### config.mk
export PLATFORM = sky130hd
export DESIGN_NAME = fifo_reader_tx
export DESIGN_NICKNAME = d
export VERILOG_FILES = /design/src/rtl/fifo_reader_tx.sv
export SDC_FILE = /design/constraint.sdc
export NUM_CORES = 1
export LEC_CHECK = 0
export ABC_AREA = 1
export CAP_MARGIN = 20
export CELL_PAD_IN_SITES_DETAIL_PLACEMENT = 2
export CELL_PAD_IN_SITES_GLOBAL_PLACEMENT = 2
export CORE_ASPECT_RATIO = 0.9
export CORE_MARGIN = 5
export CORE_UTILIZATION = 30
export CTS_CLUSTER_SIZE = 14
export DETAILED_ROUTE_END_ITERATION = 12
export PLACE_DENSITY_LB_ADDON = 0.1
export SKIP_CTS_REPAIR_TIMING = 1
export SLEW_MARGIN = 0
export SYNTH_ARGS = -nofsm -noshare
export SYNTH_HDL_FRONTEND = slang
export SYNTH_SLANG_ARGS = --single-unit
### constraint.sdc
create_clock -name clk_i -period 2.5 [get_ports clk_i]
set_clock_uncertainty 0.1 [all_clocks]
set_input_delay 0.5 -clock clk_i [delete_from_list [all_inputs] [get_ports clk_i]]
set_output_delay 0.5 -clock clk_i [all_outputs]
set_load 0.01 [all_outputs]
### src/rtl/fifo_reader_tx.sv
// fifo_reader_tx
// Consumer end of a FIFO: pops one word at a time and sends it as an
// asynchronous serial frame: start bit (0), WIDTH data bits LSB first,
// optional even-parity bit, stop bit (1). Each bit lasts CLKS_PER_BIT clocks.
//
// Optional feature: define FIFO_TX_PARITY_EN to insert an even-parity bit
// between the last data bit and the stop bit.
//
// Ports:
//   clk_i     system clock, rising edge
//   rst_i     synchronous reset, active-low
//   en_i      permit starting new frames
//   pnding_i  FIFO has data available
//   data_i    FIFO head word, valid while pnding_i=1
//   pop_o     pop strobe to FIFO (combinational), one cycle per word
//   tx_o      serial line, idle high (registered)
//   busy_o    frame in progress (registered, aligned with tx_o)
//   done_o    one-cycle pulse in the final cycle of the stop bit
module fifo_reader_tx #(
    parameter int WIDTH        = 32,
    parameter int CLKS_PER_BIT = 4
) (
    input  logic             clk_i,
    input  logic             rst_i,
    input  logic             en_i,
    input  logic             pnding_i,
    input  logic [WIDTH-1:0] data_i,
    output logic             pop_o,
    output logic             tx_o,
    output logic             busy_o,
    output logic             done_o
);

    localparam int BAUD_W = (CLKS_PER_BIT > 1) ? $clog2(CLKS_PER_BIT) : 1;
    localparam int BIT_W  = $clog2(WIDTH) + 1;
    localparam logic [BAUD_W-1:0] BAUD_LAST = BAUD_W'(CLKS_PER_BIT - 1);
    localparam logic [BIT_W-1:0]  BIT_LAST  = BIT_W'(WIDTH - 1);

`ifdef FIFO_TX_PARITY_EN
    typedef enum logic [2:0] {IDLE, START, DATA, PARITY, STOP} state_t;
`else
    typedef enum logic [1:0] {IDLE, START, DATA, STOP} state_t;
`endif

    state_t             state, state_nxt;
    logic [BAUD_W-1:0]  baud_cnt, baud_nxt;
    logic [BIT_W-1:0]   bit_cnt, bit_nxt;
    logic [WIDTH-1:0]   shreg, shreg_nxt;
    logic               tx_nxt;
    logic               busy_nxt;
    logic               done_nxt;

`ifdef FIFO_TX_PARITY_EN
    // Parity is taken from the word as popped, since the shift register
    // is consumed while the data bits go out.
    logic               parity_bit;
`endif

    always_comb begin
        state_nxt = state;
        baud_nxt  = baud_cnt;
        bit_nxt   = bit_cnt;
        shreg_nxt = shreg;
        pop_o     = (state == IDLE) & en_i & pnding_i & rst_i;

        case (state)
            IDLE: begin
                if (pop_o) begin
                    state_nxt = START;
                    shreg_nxt = data_i;
                    baud_nxt  = '0;
                    bit_nxt   = '0;
                end
            end
            START: begin
                if (baud_cnt == BAUD_LAST) begin
                    state_nxt = DATA;
                    baud_nxt  = '0;
                end else begin
                    baud_nxt = baud_cnt + BAUD_W'(1);
                end
            end
            DATA: begin
                if (baud_cnt == BAUD_LAST) begin
                    baud_nxt  = '0;
                    shreg_nxt = shreg >> 1;
                    if (bit_cnt == BIT_LAST) begin
                        bit_nxt = '0;
`ifdef FIFO_TX_PARITY_EN
                        state_nxt = PARITY;
`else
                        state_nxt = STOP;
`endif
                    end else begin
                        bit_nxt = bit_cnt + BIT_W'(1);
                    end
                end else begin
                    baud_nxt = baud_cnt + BAUD_W'(1);
                end
            end
`ifdef FIFO_TX_PARITY_EN
            PARITY: begin
                if (baud_cnt == BAUD_LAST) begin
                    state_nxt = STOP;
                    baud_nxt  = '0;
                end else begin
                    baud_nxt = baud_cnt + BAUD_W'(1);
                end
            end
`endif
            STOP: begin
                if (baud_cnt == BAUD_LAST) begin
                    state_nxt = IDLE;
                    baud_nxt  = '0;
                end else begin
                    baud_nxt = baud_cnt + BAUD_W'(1);
                end
            end
            default: state_nxt = IDLE;
        endcase

        // Outputs are registered from the next-state values so that they
        // line up with the state they describe.
        case (state_nxt)
            START:   tx_nxt = 1'b0;
            DATA:    tx_nxt = shreg_nxt[0];
`ifdef FIFO_TX_PARITY_EN
            PARITY:  tx_nxt = parity_bit;
`endif
            default: tx_nxt = 1'b1;
        endcase
        busy_nxt = (state_nxt != IDLE);
        done_nxt = (state_nxt == STOP) && (baud_nxt == BAUD_LAST);
    end

    always_ff @(posedge clk_i) begin
        if (!rst_i) begin
            state    <= IDLE;
            baud_cnt <= '0;
            bit_cnt  <= '0;
            shreg    <= '0;
            tx_o     <= 1'b1;
            busy_o   <= 1'b0;
            done_o   <= 1'b0;
        end else begin
            state    <= state_nxt;
            baud_cnt <= baud_nxt;
            bit_cnt  <= bit_nxt;
            shreg    <= shreg_nxt;
            tx_o     <= tx_nxt;
            busy_o   <= busy_nxt;
            done_o   <= done_nxt;
        end
    end

`ifdef FIFO_TX_PARITY_EN
    always_ff @(posedge clk_i) begin
        if (!rst_i) begin
            parity_bit <= 1'b0;
        end else if (pop_o) begin
            parity_bit <= ^data_i;
        end
    end
`endif

endmodule

Word level (Yosys, flattened, before mapping)
Cells that the tools add are included.
{ "totals": {"register_bits": 45, "latchBits": 0, "ramBits": 0, "rom_bits": 0, "inputBits": 36, "out_inout_bits": 4, "memories": 0} }
{ "classes": {"add_sub_neg": 2, "mul": 0, "div": 0, "magnitude_cmp": 0, "n_eq_ne": 11, "n_shift": 0, "mux": 17, "bitwise_logic": 3, "n_reduce_logical": 6} }
{ "ops": {"columns": ["operator", "count"], "rows": [
  ["$mux 32", 2],
  ["$pmux 32 s2", 1],
  ["$mux 6", 3],
  ["$mux 2", 7],
  ["$eq 2x2->1 const B", 6],
  ["$pmux 6 s2", 1],
  ["$pmux 2 s4", 1],
  ["$add 6x1->6 const B", 1],
  ["$eq 6x5->1 const B", 1],
  ["$eq 2x1->1 const B", 2],
  ["$ne 2x2->1 const B", 2],
  ["$pmux 2 s2", 1],
  ["$reduce_bool 2->1", 2],
  ["$and 1x1->1", 3],
  ["$reduce_and 3->1", 1],
  ["$reduce_or 3->1", 1],
  ["$add 2x1->2 const B", 1],
  ["$logic_not 2->1", 1],
  ["$pmux 1 s2", 1],
  ["$logic_and 1x1->1", 1]
]} }

Depth between registers and ports, before layout
{ "depth": {"ltp_word": 8, "mapped_depth": 9} }

Least setup slack after synthesis
Ideal clock, no wire load.
{ "synth_path": {"path_type": "input port to output port", "startpoint": "input port rst_i", "endpoint": "output port pop_o", "t_arrival_ns": 0.984, "required_time_ns": 1.900, "slack_ns": 0.916, "stages": 3, "n_path_buf": 1, "cell_sequence": "nand3_2 nor2_4 buf_2"} }
{ "synth_via": {"elab_chain_len": 1} }
{ "synth_lines": {"columns": ["item", "line", "text"], "rows": [
  ["from (decl)", "24", "input logic rst_i,"],
  ["$and 1x1->1", "64", "pop_o = (state == IDLE) & en_i & pnding_i & rst_i;"],
  ["to (decl)", "28", "output logic pop_o,"]
]} }
Every way passes these cells.

Final worst setup path
{ "layout_path": {"startpoint": "input port rst_i", "endpoint": "register tx_o"} }
{ "layout_via": {"elab_chain_len": 5} }
{ "layout_lines": {"columns": ["item", "line", "text"], "rows": [
  ["$and 1x1->1", "64", null],
  ["$mux 2", "68", "if (pop_o) begin"],
  ["$pmux 2 s4", "66", "case (state)"],
  ["$eq 2x2->1 / $eq 2x1->1 (equally long branches)", "124", "case (state_nxt)"],
  ["$pmux 1 s2", "124", null],
  ["to (signal assigned)", "150", "tx_o <= tx_nxt;"],
  ["to (decl)", "29", "output logic tx_o,"]
]} }
Parallel ways exist; a longest one is shown, timed or not. The select of a mux whose other input is x is not followed.
A chain may end at the register's enable or synchronous reset.

==> load_flow_metrics.sql <==
INSERT INTO impl_metrics (metric_group, metric, value, unit) VALUES
('critical_path', 'setup.worst_path.class', 'input port to register', ''),
('placed_design', 'placed_area', '2420', 'um^2'),
('cells_and_area', 'fin_area', '2520', 'um^2'),
('route', 'via_count', '1901', ''),
('logic_synthesis', 'asyncSetResetFlopFracSynth', '0', '%'),
('floorplan', 'chipHeight', '86.4', 'um'),
('logic_synthesis', 'top_ff_cell_synth', 'sky130_fd_sc_hd__dfxtp_1', ''),
('timing', 'finalCritPeriodShare', '87.6', '%'),
('job', 'max_cap_violations', '0', ''),
('logic_synthesis', 'synth_edf_count', '0', ''),
('critical_path', 'critical_path.n_buffers_inverters', '2', ''),
('critical_path', 'worst_path_cell_chain', 'clkdlybuf4s50_1, nand3_2, nor2_4, buf_4, nor2_4, nand2_1, nand2_1, nand2_1, nand3_1', ''),
('floorplan', 'initial_core_util', '31.3', '%'),
('floorplan', 'io-pin-count', '40', ''),
('logic_synthesis', 'synth_fa_ha_area_share', '1.29', '%'),
('cts', 'level_count_of_the_clock_h_tree', '2', ''),
('global_routing', 'groute.layer.met3.usage', '3.13', '%'),
('hold_path', 'timing.hold.worst.class', 'register to register', ''),
('critical_path', 'timing.critical_path.to_type', 'register', ''),
('timing', 'unrepaired_setup_endpoints_after_global_routing', 'false', ''),
('cells_and_area', 'finalNetCount', '348', ''),
('floorplan', 'die_area', '8200', 'um^2'),
('global_routing', 'met2_usage', '26.8', '%'),
('global_routing', 'first_pass_grt_wire_length', '9630', 'um'),
('critical_path', 'kind_of_start_point_of_the_critical_path', 'input port', ''),
('cts', 'clock_path_buffers', '2', ''),
('cts', 'worstSkewPairLatency', '300', 'ps'),
('route', 'drt_wl_total', '5660', 'um'),
('pwr', 'vdd_drop_max', '0.000284', 'V'),
('global_routing', 'gr-usage-all-layers', '14.9', '%'),
('timing', 'maxClockFrequency', '0.457', 'GHz'),
('logic_synthesis', 'synthDistinctLibCells', '22', ''),
('global_routing', 'global_route.peak_usage_layer', 'met2', ''),
('timing', 'final.setup.tns', '0', 'ps'),
('floorplan', 'placeableCoreArea', '6220', 'um^2'),
('pwr', 'power_density', '571', 'nW/um^2'),
('timing', 'slew_headroom', '41.1', '%'),
('cells_and_area', 'area_growth', '29.6', '%'),
('logic_synthesis', 'ys_seq_elements', '45', ''),
('global_routing', 'grt_start_max_net_pins', '40', ''),
('critical_path', 'critical-path-top-delay-family', 'simple AND/OR/NAND/NOR gates', ''),
('timing', 'fin_crit', '2190', 'ps'),
('timing', 'slew_violations', '0', ''),
('global_routing', 'use_met1', '17.6', '%'),
('critical_path', 'max_stage_delay', '660', 'ps'),
('floorplan', 'rows', '27', ''),
('cells_and_area', 'finalNonFillerCells', '397', ''),
('logic_synthesis', 'share_of_the_yosys_chip_area_belonging_to_registers', '46.3', '%'),
('route', 'ant_nets', '0', ''),
('logic_synthesis', 'synth_cells', '272', ''),
('timing', 'fin_ws', '311', 'ps'),
('logic_synthesis', 'synth_top_family_by_area', 'simple AND/OR/NAND/NOR gates', ''),
('logic_synthesis', 'yosys_warnings', '0', ''),
('timing', 'tightest_slew', '881', 'ps'),
('critical_path', 'critical_path_peak_fanout', '39', ''),
('cts', 'cts-root-buf', 'sky130_fd_sc_hd__clkbuf_8', ''),
('timing', 'setup_viol', '0', ''),
('route', 'detail_route.first_pass.iterations', '3', ''),
('cts', 'number_of_buffers_created_by_cts', '5', ''),
('route', 'route.detailed.wl_per_inst', '14.3', 'um'),
('route', 'drc_errors', '0', ''),
('placed_design', 'port_buffers', '39', ''),
('critical_path', 'cp_slowest_cell', 'sky130_fd_sc_hd__nor2_4', ''),
('pwr', 'p_leak', '0.890', 'nW'),
('logic_synthesis', 'synthesis.area', '1950', 'um^2'),
('route', 'vias_per_cell', '4.79', ''),
('placed_design', 'gp_routability_congestion', '0.740', ''),
('global_routing', 'initial_antenna_violation_count', '0', ''),
('logic_synthesis', 'avgSynthCellArea', '7.15', 'um^2'),
('run_status', 'status', 'finished clean', ''),
('logic_synthesis', 'synth_nets', '310', '');
## path summary, 6_finish.rpt
path                                   from  endpoint  slack (ps)  depth (start not counted)
worst min-delay path               shreg[3]  shreg[3]         380                          2
worst max-delay path                  rst_i      tx_o         310                          9
worst max register to register  baud_cnt[0]      tx_o         420                          8
worst min register to register     shreg[3]  shreg[3]         380                          2
## cell usage after synthesis (2+ instances only)
master                     number  share of area (%)
sky130_fd_sc_hd__a21oi_1        8                2.1
sky130_fd_sc_hd__a31oi_1       31                 10
sky130_fd_sc_hd__buf_2          8                2.1
sky130_fd_sc_hd__clkbuf_1       4               0.77
sky130_fd_sc_hd__dfxtp_1       45                 46
sky130_fd_sc_hd__ha_1           2                1.3
sky130_fd_sc_hd__inv_1         12                2.3
sky130_fd_sc_hd__nand2_1      117                 23
sky130_fd_sc_hd__nand3_1       11                2.8
sky130_fd_sc_hd__nand4_1        2               0.64
sky130_fd_sc_hd__nor2_1        16                3.1
sky130_fd_sc_hd__nor2_4         3                1.7
sky130_fd_sc_hd__nor3_1         3               0.77
sky130_fd_sc_hd__o21ai_0        2               0.51
## worst reg2reg max path, cell delays in order, from the launching register on
cell and delay, ps:
sky130_fd_sc_hd__dfxtp_1 340, sky130_fd_sc_hd__ha_1 280, sky130_fd_sc_hd__inv_1 140, sky130_fd_sc_hd__nor2_4 70, sky130_fd_sc_hd__nor2_4 690, sky130_fd_sc_hd__nand2_1 170
sky130_fd_sc_hd__nand2_1 120, sky130_fd_sc_hd__nand2_1 60, sky130_fd_sc_hd__nand3_1 60
## final cells by class
class                   count  area, um^2
clock inverters             2        35.0
flip-flops and latches     45         901
repair buffers             45         438
well taps                  87         109
multi-input cells         200         922
inverters                  13        48.8
clock buffers               5        68.8
fillers                   762        3690
## cell families after synthesis
group           count (synthesis)
simple gates                  155
fa+ha+maj                       2
xor+xnor                        1
buf+inv                        27
compound gates                 42
flops                          45
## report_power, final
group | switching, W | leakage, nW | internal (W) | total [W]
combinational | 0.0000692 | 0.471 | 0.0000795 | 0.000149
clock | 0.000248 | 0.0540 | 0.000291 | 0.000539
sequential | 0.0000132 | 0.365 | 0.000739 | 0.000753
## cells in the final DEF, fill, tap and decap left out
cell and instances:
sky130_fd_sc_hd__nand4_1 2, sky130_fd_sc_hd__buf_4 6, sky130_fd_sc_hd__o21ai_0 2, sky130_fd_sc_hd__nand2_1 117, sky130_fd_sc_hd__clkbuf_8 5, sky130_fd_sc_hd__dlymetal6s2s_1 1
sky130_fd_sc_hd__nand3_1 11, sky130_fd_sc_hd__a21oi_1 8, sky130_fd_sc_hd__nand3_2 1, sky130_fd_sc_hd__o22ai_1 1, sky130_fd_sc_hd__clkdlybuf4s50_1 38, sky130_fd_sc_hd__dfxtp_1 45
sky130_fd_sc_hd__bufinv_16 1, sky130_fd_sc_hd__nor2_4 3, sky130_fd_sc_hd__a31oi_1 31, sky130_fd_sc_hd__ha_1 2, sky130_fd_sc_hd__nand2_2 1, sky130_fd_sc_hd__clkinv_2 1
sky130_fd_sc_hd__inv_2 1, sky130_fd_sc_hd__xor2_1 1, sky130_fd_sc_hd__inv_1 12, sky130_fd_sc_hd__nor3_1 3, sky130_fd_sc_hd__nor2_1 16, sky130_fd_sc_hd__or2_0 1
## sequential cells by signal, summed over array words and instances (netlist names)
signal,cells
tx_o,1
busy_o,1
state,2
shreg,32
bit_cnt,6
baud_cnt,2
done_o,1
## stage by stage
stage	hold WS [ps]	util, %	total power (W)
global route	401	40.6	0.00152
detailed placement	372	38.9	0.000922
floorplan	339	-	0.000834
CTS	386	40.5	0.00147
finish	381	40.6	0.00144
global placement	356	38.9	0.000916
## routing by layer
layer  up-vias  routed length (um)
met1       906                2620
met2        28                2830
met4         0                  54
met3         6                 152
li1        961                   -
met5         -                   0
No activity file was read; power rests on OpenSTA's default activity.
